`src/rtl/a2d_resp.sv`:
```
// SPI responder emulating an ADC128S-style A2D converter. The channel commanded in one frame
// is returned as a 12-bit result in the next; SPI pins are oversampled on clk.
module a2d_resp (
  input  logic        clk,
  input  logic        rst,
  input  logic        SS_n,
  input  logic        SCLK,
  input  logic        MOSI,
  output logic        MISO,
  input  logic [11:0] batt,
  input  logic [11:0] brake,
  input  logic [11:0] torque,
  output logic [2:0]  chnnl,
  output logic        done,
  output logic        err,
  output logic [7:0]  nfrm
);

  localparam logic [2:0] CH_BATT   = 3'd0;
  localparam logic [2:0] CH_BRAKE  = 3'd1;
  localparam logic [2:0] CH_TORQUE = 3'd4;

  typedef enum logic [1:0] {StWaitHi, StIdle, StShift} state_e;

  // [0],[1] synchronize; [2] holds the previous synchronized value for edge detection
  logic [2:0] ss_q;
  logic [2:0] sclk_q;
  logic [1:0] mosi_q;
  // Set once the synchronizers hold real pin values rather than their reset values
  logic [1:0] warm_q;

  always_ff @(posedge clk) begin
    if (rst) begin
      ss_q   <= 3'b111;
      sclk_q <= 3'b111;
      mosi_q <= 2'b00;
      warm_q <= 2'b00;
    end else begin
      ss_q   <= {ss_q[1:0], SS_n};
      sclk_q <= {sclk_q[1:0], SCLK};
      mosi_q <= {mosi_q[0], MOSI};
      warm_q <= {warm_q[0], 1'b1};
    end
  end

  logic ss_sync, ss_fall, ss_rise, sclk_rise, sclk_fall, mosi_sync;

  assign ss_sync   = ss_q[1];
  assign ss_fall   = ss_q[2] & ~ss_q[1];
  assign ss_rise   = ~ss_q[2] & ss_q[1];
  assign sclk_rise = ~sclk_q[2] & sclk_q[1];
  assign sclk_fall = sclk_q[2] & ~sclk_q[1];
  assign mosi_sync = mosi_q[1];

  logic [11:0] sel;

  always_comb begin
    sel = 12'h000;
    case (chnnl)
      CH_BATT:   sel = batt;
      CH_BRAKE:  sel = brake;
      CH_TORQUE: sel = torque;
      default:   sel = 12'h000;
    endcase
  end

  state_e      state_q;
  logic [15:0] tx_q;
  // Only the low 14 bits of the received word matter; the channel lands in [13:11]
  logic [13:0] rx_q;
  logic [4:0]  cnt_q;

  always_ff @(posedge clk) begin
    if (rst) begin
      state_q <= StWaitHi;
      tx_q    <= '0;
      rx_q    <= '0;
      cnt_q   <= '0;
      chnnl   <= CH_BATT;
      done    <= 1'b0;
      err     <= 1'b0;
      nfrm    <= '0;
    end else begin
      done <= 1'b0;
      err  <= 1'b0;
      unique case (state_q)
        StWaitHi: begin
          if (warm_q[1] && ss_sync) state_q <= StIdle;
        end
        StIdle: begin
          if (ss_fall) begin
            tx_q    <= {4'b0000, sel};
            rx_q    <= '0;
            cnt_q   <= '0;
            state_q <= StShift;
          end
        end
        StShift: begin
          // SS_n rise takes priority over any coincident SCLK edge
          if (ss_rise) begin
            if (cnt_q == 5'd16) begin
              chnnl <= rx_q[13:11];
              done  <= 1'b1;
              nfrm  <= nfrm + 8'd1;
            end else begin
              err <= 1'b1;
            end
            state_q <= StIdle;
          end else if (sclk_rise) begin
            rx_q <= {rx_q[12:0], mosi_sync};
            if (cnt_q != 5'd17) cnt_q <= cnt_q + 5'd1;
          end else if (sclk_fall && cnt_q != 5'd0) begin
            // The first fall precedes any rise and only opens bit 15's window
            tx_q <= {tx_q[14:0], 1'b0};
          end
        end
        default: state_q <= StWaitHi;
      endcase
    end
  end

  assign MISO = tx_q[15];

endmodule
```
`config.mk`:
```
export PLATFORM = sky130hd
export DESIGN_NAME = a2d_resp
export DESIGN_NICKNAME = d
export VERILOG_FILES = /design/src/rtl/a2d_resp.sv
export SDC_FILE = /design/constraint.sdc
export NUM_CORES = 1
export LEC_CHECK = 0
export ABC_AREA = 1
export BUFFER_PORTS_ARGS = -buffer_cell sky130_fd_sc_hd__clkbuf_2
export CAP_MARGIN = 20
export CORE_MARGIN = 5
export CORE_UTILIZATION = 45
export CTS_BUF_LIST = sky130_fd_sc_hd__clkbuf_16
export DETAILED_ROUTE_END_ITERATION = 8
export HOLD_SLACK_MARGIN = 0.1
export PLACE_DENSITY = 0.67
export RECOVER_POWER = 100
export SYNTH_ARGS = -nofsm -noshare
export SYNTH_HDL_FRONTEND = slang
export SYNTH_SLANG_ARGS = --single-unit
```
`constraint.sdc`:
```
create_clock -name clk -period 2.6 [get_ports clk]
set_clock_uncertainty 0.1 [all_clocks]
set_input_delay 0.13 -clock clk [delete_from_list [all_inputs] [get_ports clk]]
set_output_delay 0.13 -clock clk [all_outputs]
set_load 0.1 [all_outputs]
```
==> results of run 1 <==
## repair_timing
item,4_1_cts,5_1_grt
hold buffers,3,0
gates resized for setup,0,0
endpoints found under the hold margin,3,0
setup endpoints to repair,0,0
## power groups by stage
stage                     Sequential [W]  Clock [W]  Combinational, W
final                           0.000961    0.00122          0.000148
after global routing            0.000962    0.00130          0.000170
after CTS                       0.000961    0.00124          0.000151
after detailed placement        0.000980          0          0.000146
after global placement          0.000979          0          0.000145
after floorplan                 0.000980          0         0.0000983
## cell families after synthesis
| logic type | count (synthesis) | share of synthesized area, % |
|---|---|---|
| buffers and inverters | 76 | 10.74 |
| xor gates and xnor gates | 3 | 0.8647 |
| adders and majority gates | 4 | 1.647 |
| and+or+nand+nor | 289 | 41.46 |
| DFF | 60 | 39.52 |
| AOI/OAI and AO/OA | 35 | 5.764 |
## worst min-delay path: cells and delay by family
kind,cells,cell delay (ns)
buffers and inverters,1,0.08
AO/OA/AOI/OAI,1,0.07
AND/OR/NAND/NOR,3,0.23
## sequential cells by signal (all words and copies together), names as in the netlist
signal / cells
rx_q: 14
chnnl: 3
state_q: 2
tx_q: 16
mosi_q: 2
sclk_q: 3
warm_q: 2
done: 1
ss_q: 3
cnt_q: 5
nfrm: 8
err: 1
## cell type report
class / count / share of cell area, %
Clock buffer: 9 / 6.192
Sequential cell: 60 / 33.02
Tap cell: 80 / 2.752
Timing Repair Buffer: 63 / 8.806
Multi-Input combinational cell: 331 / 41.49
Inverter: 52 / 5.470
Clock inverter: 7 / 2.270
## layer usage
| layer | wire (microns) | part of all wire [%] | track usage (%) |
|---|---|---|---|
| met1 | 3213 | 47 | 20.67 |
| met2 | 3037 | 45 | 27.80 |
| met3 | 457 | 6.7 | 5.496 |
| met4 | 72 | 1.1 | 6.188 |
| met5 | 0 | 0 | 0 |
## cell usage after synthesis, drive strengths merged
master / instances / area (sq um)
clkinv: 4 / 20.02
a21oi: 15 / 75.07
o21ai: 20 / 100.1
nor2: 73 / 284.0
nand3: 62 / 310.3
or2: 5 / 31.28
dfxtp: 60 / 1201
xor2: 1 / 8.760
nor3: 2 / 15.01
clkbuf: 11 / 41.29
inv: 48 / 180.2
buf: 13 / 85.07
ha: 4 / 50.05
nand4: 16 / 100.1
nor4: 1 / 6.260
xnor2: 2 / 17.52
nand2: 130 / 513.0
## final timing paths
path,slack (ns),from,cells after the start,endpoint
setup reg to reg,0.52,chnnl[2]$_SDFFE_PP0P_,8,tx_q[5]$_SDFFE_PP0P_
hold / removal,0.12,torque[0],5,tx_q[0]$_SDFFE_PP0P_
hold reg to reg,0.30,warm_q[0]$_DFF_P_,2,warm_q[1]$_SDFF_PP0_
setup / recovery,0.52,chnnl[2]$_SDFFE_PP0P_,8,tx_q[5]$_SDFFE_PP0P_
## stage by stage
step / area [sq um] / setup slack [ns]
3_5_place_dp: 3328 / 0.5914
6_report: 3637 / 0.5198
3_3_place_gp: 3321 / 0.6234
2_1_floorplan: 3039 / 0.3846
4_1_cts: 3666 / 0.5744
5_1_grt: 3637 / 0.2445
==> results.md, run 1 <==
- Area Growth Syn to Fin: 19.68%
- Total power: 0.002330 W
- DR DRC count: 0
- Psw: approximately 0.0005 W
- Filler cells: 659
- Bufs on Longest Clock Path: 2
- Wire length per cell: 11.26 microns
- DR vias: about 3000
- Power per cell area: around 640 nW/um^2
- Peak supply drop: about 0.52 mV
- Synth unique cells: 27
- Critical path class: register to register
- Placed Instances: 583
- Die Area: between 8000 and 9000 sq um
- Cell internal pwr: 0.001835 W
- Port Buffers: 54
- Final Cycle Share: ~80%
- Tmin final: 2.080 ns
- Final Hold Viols: 0
- Comb power frac: 6.3%
- Rel. slew slack: between 20% and 30%
- Worst Tran Pin Value: between 1 and 1.5 ns
- CP required: 2.71 ns
- Outcome: completed
- Synthesis Warnings: 0
- Syn_nets: approximately 510
- Layout Utilization: 54.44%
- Number of global-route vias before repair: 2745
- Reg area: 1201 sq um
- Die Wd: 92.18 microns
- Post-synthesis cell area: 3039 sq um
- Sw frac: 21.25%
- Cells along the critical path: clkbuf_2 > clkinv_1 > nand3_1 > nand3_1 > nand2_1 > inv_1 > nor2_1 > nor2_1
- WL final: slightly below 7 mm
- Max-cap violation count: 0
- # diodes: 0
- Reg clk slew, reported paths: 0.05 ns
- Routed vias/inst: 4.909
- Kind of cell adding the most delay to the critical path: buffers and inverters
- Drt initial violations: 129
- Inserted Clock Buffers: 9
- Routability Congestion: 0.7677
- H-tree depth: 3
- Multi-input logic area: 1509 sq um
- # IOs: 55
- Die Y: 92.18 microns
- Crit path arrival time: about 2.2 ns
- Worst Hold Class: primary input to register
- Leak pwr: 1.656 nW
- CTS sink count: 60
- GRT Util Overall: 16.93%
- Slowest cell delay on critical path: 0.60 ns
- CP max FO: 25
- Layout cells sized above 1: 13.41%
- Fin Setup TNS: 0 ns
- Core Footprint: around 6700 sq um
- CP Buf/Inv Count: 3
- Final ANT Viol Nets: 0
- Synth Register Bits: 60
- Fmax: between 400 and 500 MHz
- Initial antenna violation count: 0
- HPWL Detailed: ~4.6 mm
- Sequential group share of total power: 41.2%
- Pin count of the biggest net entering global routing: 34
- Clock Latency Late Sink: around 0.33 ns
- TritonCTS clock tree: yes
- First-pass GRT wire length: approximately 12 mm
- DR pass1 iterations: 4
- Most frequent cells in the layout: nand2_1 (127), nor2_1 (71), nand3_1 (62)
- Slowest CP cell: clkinv_1
- Final std cells w/o fill: 602
- Global route overflow: 0
- Setup crit end kind: register
- Register area share after synthesis: between 30% and 40%
- Commonest non-fill, non-tap cell in the layout: nand2_1
- RSZ-0062 raised after global routing: false
- Final Max Slew Viols: 0
- Gate Count Post-Synth: approximately 470
- Initial Util: between 40% and 50%
- Nets: ~560
- # rows: 30
- Hold WS: ~0.12 ns
- Clk network pwr share: 52.4%
- CTS root buffer: clkbuf_16
- Avg Synthesized Cell Area: 6.508 sq um
- Final Setup Violations: 0
- Startpoint Class: register
- Setup bufs post-CTS: 0
Note: power is estimated with default switching activity, not from simulation.
==> run 2, diff against run 1 <==
==> constraint.sdc (replaced) <==
create_clock -name clk -period 1.98 [get_ports clk]
set_clock_uncertainty 0.1 [all_clocks]
set_input_delay 0.099 -clock clk [delete_from_list [all_inputs] [get_ports clk]]
set_output_delay 0.099 -clock clk [all_outputs]
set_load 0.1 [all_outputs]
==> run 2 against run 1 <==
  * Via count increased by 0.95%
  * Critical endpoint is now chnnl[0]
  * Critical path depth decreased by 6
  * Combinational power increased by 36%
  * Utilization about the same
==> results.md, run 2 (synthesis results as in run 1) <==
- Outcome: completed (unchanged)
- # rows: 30 (unchanged)
- Startpoint Class: register (unchanged)
- Reg with most FFs: tx_q (unchanged)
- Die Wd: 92.18 microns (unchanged)
- GRT Util Overall: 17.42% (was 16.93%)
- CTS root buffer: clkbuf_16 (unchanged)
- Bufs on Longest Clock Path: 2 (unchanged)
- Layout Utilization: 54.40% (was 54.44%)
- Commonest non-fill, non-tap cell in the layout: nand2_1 (unchanged)
- Fin Setup TNS: 0 ns (unchanged)
- Post-route cell area: 3635 sq um (was 3637 sq um)
- Pin count of the biggest net entering global routing: 28 (was 34)
- Clock Latency Late Sink: 0.32 ns (was 0.33 ns)
- Routability Congestion: 0.7502 (was 0.7677)
- Peak supply drop: 0.5217 mV (was 0.5207 mV)
- Routed vias/inst: 4.914 (was 4.909)
- DR vias: 2983 (was 2955)
- Power per cell area: 762.3 nW/um^2 (was 640.7 nW/um^2)
- Core Footprint: 6681 sq um (unchanged)
- Number of flip-flops under the largest register name: 16 (unchanged)
- Critical path class: register to output port (was register to register)
- Number of global-route vias before repair: 2803 (was 2745)
- RSZ-0062 raised after global routing: false (unchanged)
- Largest regs: tx_q x16, rx_q x14, nfrm x8 (unchanged)
- Final Hold Viols: 0 (unchanged)
- Worst Tran Pin Value: 1.165 ns (was 1.167 ns)
- Die Area: 8497 sq um (unchanged)
- Reg clk slew, reported paths: 0.05 ns (about the same)
- Slowest CP cell: clkbuf_2 (was clkinv_1)
- Area Growth Syn to Fin: 19.60% (was 19.68%)
- Max-cap violation count: 0 (unchanged)
- Port Buffers: 54 (unchanged)
- Initial Util: 45.49% (unchanged)
- DR DRC count: 0 (unchanged)
- Resized cells post-CTS: 0 (unchanged)
- Wire length per cell: 11.51 microns (was 11.26 microns)
- CTS sink count: 60 (unchanged)
- Global route overflow: 0 (unchanged)
- WL final: 6.987 mm (was 6.780 mm)
- Cells along the critical path: clkbuf_1 > clkbuf_2 (was clkbuf_2 > clkinv_1 > nand3_1 > nand3_1 > nand2_1 > inv_1 > nor2_1 > nor2_1)
- Slowest cell delay on critical path: 0.57 ns (was 0.60 ns)
- TritonCTS clock tree: yes (unchanged)
- Inserted Clock Buffers: 9 (unchanged)
- H-tree depth: 3 (unchanged)
- CP required: 1.78 ns (was 2.71 ns)
- Tmin final: about 1.9 ns
- Placed Instances: 588 (was 583)
- Area post-placement: 3371 sq um (was 3328 sq um)
- # IOs: 55 (unchanged)
- Rel. slew slack: 22.65% (was 22.55%)
- Nets: 568 (was 562)
- Die Y: 92.18 microns (unchanged)
- Fmax: 528.8 MHz
- DR pass1 iterations: 4 (unchanged)
- Initial antenna violation count: 0 (unchanged)
- Crit path arrival time: 1.69 ns (was 2.19 ns)
- Leak pwr: 1.694 nW (was 1.656 nW)
- Layout cells sized above 1: 15.75% (was 13.41%)
- Final std cells w/o fill: 607 (was 602)
- # diodes: 0 (unchanged)
- First-pass GRT wire length: 12.16 mm (was 11.85 mm)
- Final Max Slew Viols: 0 (unchanged)
- Final Setup Violations: 0 (unchanged)
- Filler cells: 649 (was 659)
- Final Cycle Share: 95.51%
- CP max FO: 14 (was 25)
- Drt initial violations: 156 (was 129)
- HPWL Detailed: 4.870 mm (was 4.628 mm)
- Worst Hold Class: primary input to register (unchanged)
- Setup crit end kind: output port (was register)
- Most frequent cells in the layout: nand2_1 (126), nor2_1 (71), nand3_1 (62) (was nand2_1 (127), nor2_1 (71), nand3_1 (62))
- Final ANT Viol Nets: 0 (unchanged)
-- run 2: cell types whose count changed in the layout (fill, tap and decap cells not counted), sizes merged --
cell / before / now
inv: 49 / 51
buf: 4 / 7
bufinv: 2 / 0
dlygate4sd3: 3 / 4
clkbuf: 65 / 67
clkinvlp: 1 / 0
-- run 2: routing by layer --
metal	GRT usage [%]	share of wire, %
met1	21.24	48
met2	29.44	45
met3	4.020	5.7
met4	7.178	1.4
met5	0	0
-- run 2: timing repair --
action | CTS | global route
hold endpoints to repair | 9 | 0
buffers inserted | 0 | 0
hold buffers | 4 | 0
-- run 2: layout make-up --
type	count	area, sq um	share of cell area [%]
Inverter	52	200.2	5.508
Clock inverter	6	26.28	0.7229
Tap cell	80	100.1	2.754
Clock buffer	9	225.2	6.196
Timing Repair Buffer	69	372.9	10.26
Multi-Input combinational cell	331	1506	41.45
Sequential cell	60	1204	33.12
-- run 2: critical path: cells and delay by family (launching register included) --
family | cells | cell delay [ns]
flops | 1 | 0.32
buf+inv | 2 | 1.05
-- run 2: metrics by stage --
stage | worst slack (ns) | hold WS, ns | total power, W
final | 0.08884 | 0.1204 | 0.002771
after global routing | 0.05734 | 0.1681 | 0.002900
after CTS | 0.2547 | 0.1082 | 0.002807
after floorplan | 0.05158 | 0.1028 | 0.001416
after detailed placement | 0.2753 | 0.1876 | 0.001485
after global placement | 0.02663 | 0.1868 | 0.001482
-- run 2: path summary, 6_finish.rpt --
kind                                             from                    end  slack [ns]  cells past startpoint
worst min register to register   mosi_q[0]$_SDFF_PP0_   mosi_q[1]$_SDFF_PP0_        0.30                      2
worst max register to register  cnt_q[0]$_SDFFE_PP0P_  tx_q[11]$_SDFFE_PP0P_        0.27                      9
worst min-delay path                          batt[0]   tx_q[0]$_SDFFE_PP0P_        0.12                      5
worst max-delay path            chnnl[0]$_SDFFE_PP0P_               chnnl[0]        0.09                      2
-- run 2: power by group --
part	switching, W	total [W]	internal (W)
combinational	0.000115	0.000201	0.0000859
clock	0.000493	0.00131	0.000815
sequential	0.0000174	0.00126	0.00124
